<file path="src/rtl/hack_fetch.sv">
// Instruction fetch stage: owns the PC, fetches words over a req/ack handshake and holds each one for the control unit.
// Optional macro HACK_FETCH_COUNT_EN enables the 16-bit fetched-instruction counter.
module hack_fetch #(
    parameter int INSTR_W = 19,
    parameter int ADDR_W  = 15
) (
    input  logic               clk,
    input  logic               reset,
    output logic               imem_req,
    output logic [ADDR_W-1:0]  imem_addr,
    input  logic               imem_ack,
    input  logic [INSTR_W-1:0] imem_data,
    input  logic               stall,
    input  logic               jmp_en,
    input  logic [ADDR_W-1:0]  jmp_addr,
    output logic [INSTR_W-1:0] instr,
    output logic [ADDR_W-1:0]  instr_pc,
    output logic               instr_valid,
    output logic [15:0]        fetch_count
);

    typedef enum logic [1:0] {
        IDLE = 2'd0,
        REQ  = 2'd1,
        HOLD = 2'd2
    } state_t;

    state_t              state;
    state_t              state_next;
    logic                accept;
    logic [ADDR_W-1:0]   pc;

    always_comb begin
        // NOTE: defaults first so every path assigns every output; no latches.
        state_next = state;
        accept     = 1'b0;
        case (state)
            IDLE: state_next = REQ;
            REQ: begin
                if (!jmp_en && imem_ack) begin
                    state_next = HOLD;
                    accept     = 1'b1;
                end
            end
            HOLD: begin
                if (jmp_en || !stall) state_next = REQ;
            end
            default: state_next = IDLE;
        endcase
        // A redirect from any live state restarts fetching at the new target.
        if (jmp_en) state_next = REQ;
    end

    // NOTE: sequential state uses non-blocking assignments so all registers update together at the edge.
    always_ff @(posedge clk) begin
        if (reset) begin
            state       <= IDLE;
            pc          <= '0;
            instr       <= '0;
            instr_pc    <= '0;
            instr_valid <= 1'b0;
        end else begin
            state <= state_next;
            if (jmp_en) begin
                pc          <= jmp_addr;
                instr_valid <= 1'b0;
            end else if (accept) begin
                instr       <= imem_data;
                instr_pc    <= pc;
                pc          <= pc + ADDR_W'(1);
                instr_valid <= 1'b1;
            end else if (state == HOLD && !stall) begin
                instr_valid <= 1'b0;
            end
        end
    end

`ifdef HACK_FETCH_COUNT_EN
    logic [15:0] count_q;

    always_ff @(posedge clk) begin
        if (reset) begin
            count_q <= '0;
        end else if (accept) begin
            count_q <= count_q + 16'd1;
        end
    end

    assign fetch_count = count_q;
`else
    assign fetch_count = 16'd0;
`endif

    assign imem_req  = (state == REQ);
    assign imem_addr = pc;

endmodule

</file>
<file path="config.mk">
export PLATFORM = sky130hd
export DESIGN_NAME = hack_fetch
export DESIGN_NICKNAME = d
export VERILOG_FILES = /design/src/rtl/hack_fetch.sv
export SDC_FILE = /design/constraint.sdc
export NUM_CORES = 1
export LEC_CHECK = 0
export ABC_AREA = 0
export CAP_MARGIN = 0
export CORE_MARGIN = 5
export CORE_UTILIZATION = 30
export CTS_CLUSTER_SIZE = 14
export DETAILED_ROUTE_END_ITERATION = 12
export DONT_BUFFER_PORTS = 1
export HOLD_SLACK_MARGIN = 0.05
export SETUP_SLACK_MARGIN = 0.3
export SKIP_LAST_GASP = 1
export SLEW_MARGIN = 0
export SYNTH_ARGS = -nofsm -noshare
export SYNTH_HDL_FRONTEND = slang
export SYNTH_SLANG_ARGS = --single-unit
</file>
<file path="constraint.sdc">
create_clock -name clk -period 3.5 [get_ports clk]
set_clock_uncertainty 0.2 [all_clocks]
set_input_delay 0.7 -clock clk [delete_from_list [all_inputs] [get_ports clk]]
set_output_delay 0.7 -clock clk [all_outputs]
set_load 0.02 [all_outputs]
</file>
; ---- After elaboration in Yosys (flattened, before gate mapping)
; Index checks and enable logic that the tools add are counted.
[op_classes]
n_addsub = 1
eq_ne = 6
n_mux = 10
bitwise_logic = 1
n_reduce_logical = 12
[ops]
columns = operator, n
row1 = 15-bit two-way mux, 2
row2 = 15-bit by 1-bit adder with 15-bit output (second input constant), 1
row3 = 2-bit case mux with 3 select lines, 1
row4 = 2-bit AND reduction, 3
row5 = 1-bit two-way mux, 5
row6 = 2-bit two-way mux, 2
row7 = 2-bit nonzero test, 2
row8 = 3-bit by 1-bit != test with 1-bit output (second input constant), 1
row9 = 3-bit != test (second input constant), 1
row10 = 2-bit by 1-bit equality test with 1-bit output (second input constant), 1
row11 = 2-bit equality test (second input constant), 1
row12 = 1-bit logical AND, 2
row13 = 1-bit zero test, 2
row14 = 2-bit zero test, 1
row15 = 2-bit by 1-bit != test with 1-bit output (second input constant), 1
row16 = 2-bit != test (second input constant), 1
row17 = 2-bit OR reduction, 1
row18 = 1-bit logical OR, 1
row19 = 1-bit NOT, 1
[word_totals]
register_bits = 52
input_bits = 39
out_inout_bits = 67
word_cells = 36

; ---- Logic depth before layout (Yosys ltp)
[depth]
word_depth = 6
ltp_mapped = 6
mapped_depth_nobuf = 5

; ---- Least setup slack after synthesis
; Ideal clock, no wire load.
[synth_path]
path_kind = input -> register
from = in jmp_en
to = reg instr[1]
setup_time_ns = 0.070
arrival_time_ns = 1.718
required_time_ns = 3.230
slack_ns = 1.511
cell_stages = 6
cell_sequence = buf_2 clkinv_1 nand3_1 clkbuf_1 nand2_1 a21oi_1
[synth_between]
elab_chain_cells = 5
word_cells_on_any_way = 6
[synth_rtl]
columns = item, line_no
row1 = start: declaration, 14  ; input logic jmp_en,
row2 = 1-bit zero test, 40  ; if (!jmp_en && imem_ack) begin
row3 = 1-bit logical AND, 40
row4 = 1-bit two-way mux, 40
row5 = 1-bit two-way mux, 37  ; case (state)
row6 = 2-bit AND reduction (no source line) *, n/a
row7 = end signal: assignment, 68  ; instr <= imem_data;
row8 = end: declaration, 16  ; output logic [INSTR_W-1:0] instr,
; Mark *: on every way between the ends. The rest lies on a longest branch, timed or not.
; A chain may end at the register's enable or synchronous reset.

; ---- Worst setup path after layout
[layout_path]
from = reg state[0]
to = reg instr_pc[5]
[layout_between]
elab_chain_cells = 3
[layout_rtl]
columns = item, line_no
row1 = start: declaration, 28  ; state_t state;
row2 = start signal: assignment, 63  ; state <= state_next;
row3 = 2-bit by 1-bit equality test with 1-bit output, n/a
row4 = via imem_req, 9  ; output logic imem_req,
row5 = 1-bit two-way mux, 37
row6 = 2-bit AND reduction (no source line), n/a
row7 = end signal: assignment, 69  ; instr_pc <= pc;
row8 = end: declaration, 17  ; output logic [ADDR_W-1:0] instr_pc,
; The timed path passes the listed nets, and every way through them passes these cells.

==> impl_metrics.csv <==
group,metric,value,unit
outcome,status,"complete, no violations",
sta,grt_setup_unrepaired,"no",
floorplanning,initial_utilization,31.0,%
yosys,synthAdderAreaFrac,0.557,%
floorplanning,ios,106,
clock_tree,clk-insertion-delay-late,0.31,ns
yosys,synth_compound_area_share,14.8,%
final_layout,nets,313,
worst_setup_path,end_kind,"register",
yosys,ys_types,30,
sta,tightest_slew,0.530,ns
global_route,track_usage,12.1,%
global_route,grt_max_degree,53,
sta,timing.hold.ws,0.246,ns
final_layout,layout_commonest_cell,"nand2_1",
global_route,antenna_found_initial,0,
worst_setup_path,path_class,"register to register",
final_layout,drive_above_1_share,6.93,%
clock_tree,cts_buffers,5,
floorplanning,die_x,96.5,microns
global_route,grt_pass1_wl,8.43,mm
global_route,overflow,0,
sta,fin_crit,2.21,ns
floorplanning,fp.dieArea,0.00932,sq mm
worst_setup_path,path_max_fanout,24,
clock_tree,cts_tree,"done",
final_layout,final-instance-count-excl-fill,373,
floorplanning,rows,31,
sta,fmax,452,MHz
worst_setup_path,cp.arrival,2.22,ns
placement,dp.final_hpwl,4.20,mm
yosys,synthDominantCellAreaShare,46.4,%
route,vias_per_cell,4.76,
sta,tns,0,ns
worst_setup_path,cp_slowest_cell,"nor2b_1",
yosys,syn-instance-count,280,
worst_setup_path,critPathMaxStageDelay,0.49,ns
placement,dpl_cell_area,0.00226,sq mm
flow_run,maxCapViolations,0,
clock_tree,htreeDepth,2,
placement,port_buffers,0,
final_layout,final_cell_mix,"78 x nand2_1, 52 x dfxtp_1, 39 x a21oi_1, 16 x conb_1, 14 x nor2_1",
route,routed_wl,5.72,mm
worst_setup_path,reg2reg_from,"state[0]",
route,vias,1775,
worst_setup_path,critPathRequiredTime,3.51,ns
worst_setup_path,crit_cells,5,
yosys,synth_top_family_by_area,"simple AND/OR/NAND/NOR gates",
yosys,synth_area_per_cell,8.02,sq um
clock_tree,cts_setup_buffers,0,
yosys,ys_ff_latch,52,
yosys,synth_mux_area_share,0.501,%
final_layout,postLayoutCellArea,0.00236,sq mm
placement,place_inst,365,
route,post_drt_wl_per_cell,15.3,microns
hold_path,hold_start,"reset",
clock_tree,ctsHoldBuffers,0,
yosys,synth_simple_gate_area_share,24.0,%
placement,gp_congestion,0.696,
yosys,yosysSeqAreaShare,46.4,%
clock_tree,clock-sinks,52,
clock_tree,cts_root_buf,"clkbuf_8",
floorplanning,dieHeight,96.5,microns
global_route,grt_pass1_vias,1579,
yosys,yosys_warnings,0,
hold_path,holdCritPathClass,"input port to register",
clock_tree,ctsResizeCount,0,
sta,slew_headroom,64.6,%
route,dr.pass1.iters,4,
yosys,synthXorXnorAreaFrac,4.29,%
route,drcViolationCount,0,
sta,final_hold_viol_count,0,
floorplanning,core-area,0.00725,sq mm
worst_setup_path,crit_chain,"nor2b_1 -> nand3_1 -> buf_4 -> nand2_1 -> a21oi_1",
sta,fin_crit_sh,63.2,%
worst_setup_path,cp-startpoint,"state[0]",
final_layout,areaGrowthSynthToFinish,4.96,%
power_and_ir_drop,peakVddDrop,0.158,mV
sta,setup_viol,0,
worst_setup_path,crit_path_start_kind,"register",
yosys,netlist_area,0.00225,sq mm
power_and_ir_drop,power_per_cell_area,470,mW/mm^2
route,drt_iter0_drc,99,
worst_setup_path,rr_worst_depth,5,
clock_tree,clkTransAtPathRegs,0.09,ns
worst_setup_path,path_delay_family,"simple AND/OR/NAND/NOR gates",
route,ant_nets,0,
worst_setup_path,cp.buffers_inverters,1,
yosys,netlist_top_cells_area,"dfxtp_1 46%, nand2_1 13%, a21oi_1 8.7%",
final_layout,n_antenna_cell,0,
clock_tree,cts_buffer_depth,2,
hold_path,hold_depth,1,
power_and_ir_drop,leakage,0.774,nW
yosys,yosys.area.top_type,"dfxtp_1",
sta,slew_violations,0,
sequential cells by signal (all words and copies together) (netlist names):
register     cells
imem_addr       15
instr_valid      1
instr_pc        15
instr           19
state            2
path summary, 6_finish.rpt:
path                       end  slack [ns]
setup reg to reg   instr_pc[5]        1.29
hold / removal        instr[6]        0.25
setup / recovery   instr_pc[5]        1.29
hold reg to reg   instr_pc[11]        0.36
final cells by class:
cell class,count,area (sq um)
Sequential cell,52,1040
Clock inverter,2,10.0
Fill cell,795,4900
Tap cell,99,124
Clock buffer,6,82.6
Inverter,6,22.5
Multi-Input combinational cell,205,1050
Timing Repair Buffer,3,22.5
Yosys cell counts:
library cell and number:
a2111oi_0 2, a211oi_1 10, a21oi_1 39, a311oi_1 2, and4_1 1, buf_1 1, buf_2 5, buf_4 16
clkbuf_1 10, clkinv_1 1, conb_1 1, dfxtp_1 52, ha_1 1, inv_1 5, mux2_2 1, nand2_1 78
nand3_1 5, nand3b_1 1, nand4_1 3, nand4_2 1, nand4b_1 1, nand4b_2 1, nor2_1 15, nor2b_1 1
nor3_1 5, nor4_2 4, o21a_1 1, o21ai_0 4, or3_1 2, xnor2_1 11
kinds of logic after synthesis:
group | Yosys count
AND/OR/NAND/NOR | 118
AO/OA/AOI/OAI | 58
flip-flops | 52
buffers and inverters | 38
XOR/XNOR | 11
adder cells (fa/ha/maj) | 1
other | 1
multiplexers | 1
metal layers:
layer	wire length, microns	GRT usage, %	vias up	part of all wire (%)
met4	62	3.50	0	1.1
met2	2600	18.4	89	45
met1	2390	15.4	793	42
met3	666	5.58	5	12
met5	0	0	-	0
li1	-	-	888	-
power breakdown:
part | switching (mW) | total [mW] | internal, mW | leakage (nW)
logic | 0.0503 | 0.0776 | 0.0272 | 0.298
registers | 0.0605 | 0.675 | 0.615 | 0.425
clock network | 0.198 | 0.356 | 0.158 | 0.0510
total | 0.309 | 1.11 | 0.800 | 0.774
per-stage QoR:
step	worst slack (ns)	total power, mW	utilization (%)
floorplan	1.51	0.769	-
global placement	1.30	0.767	31.2
global route	1.16	1.17	32.5
detailed placement	1.27	0.768	31.2
finish	1.29	1.11	32.5
CTS	1.28	1.13	32.5
No activity file was read; power rests on OpenSTA's default activity.
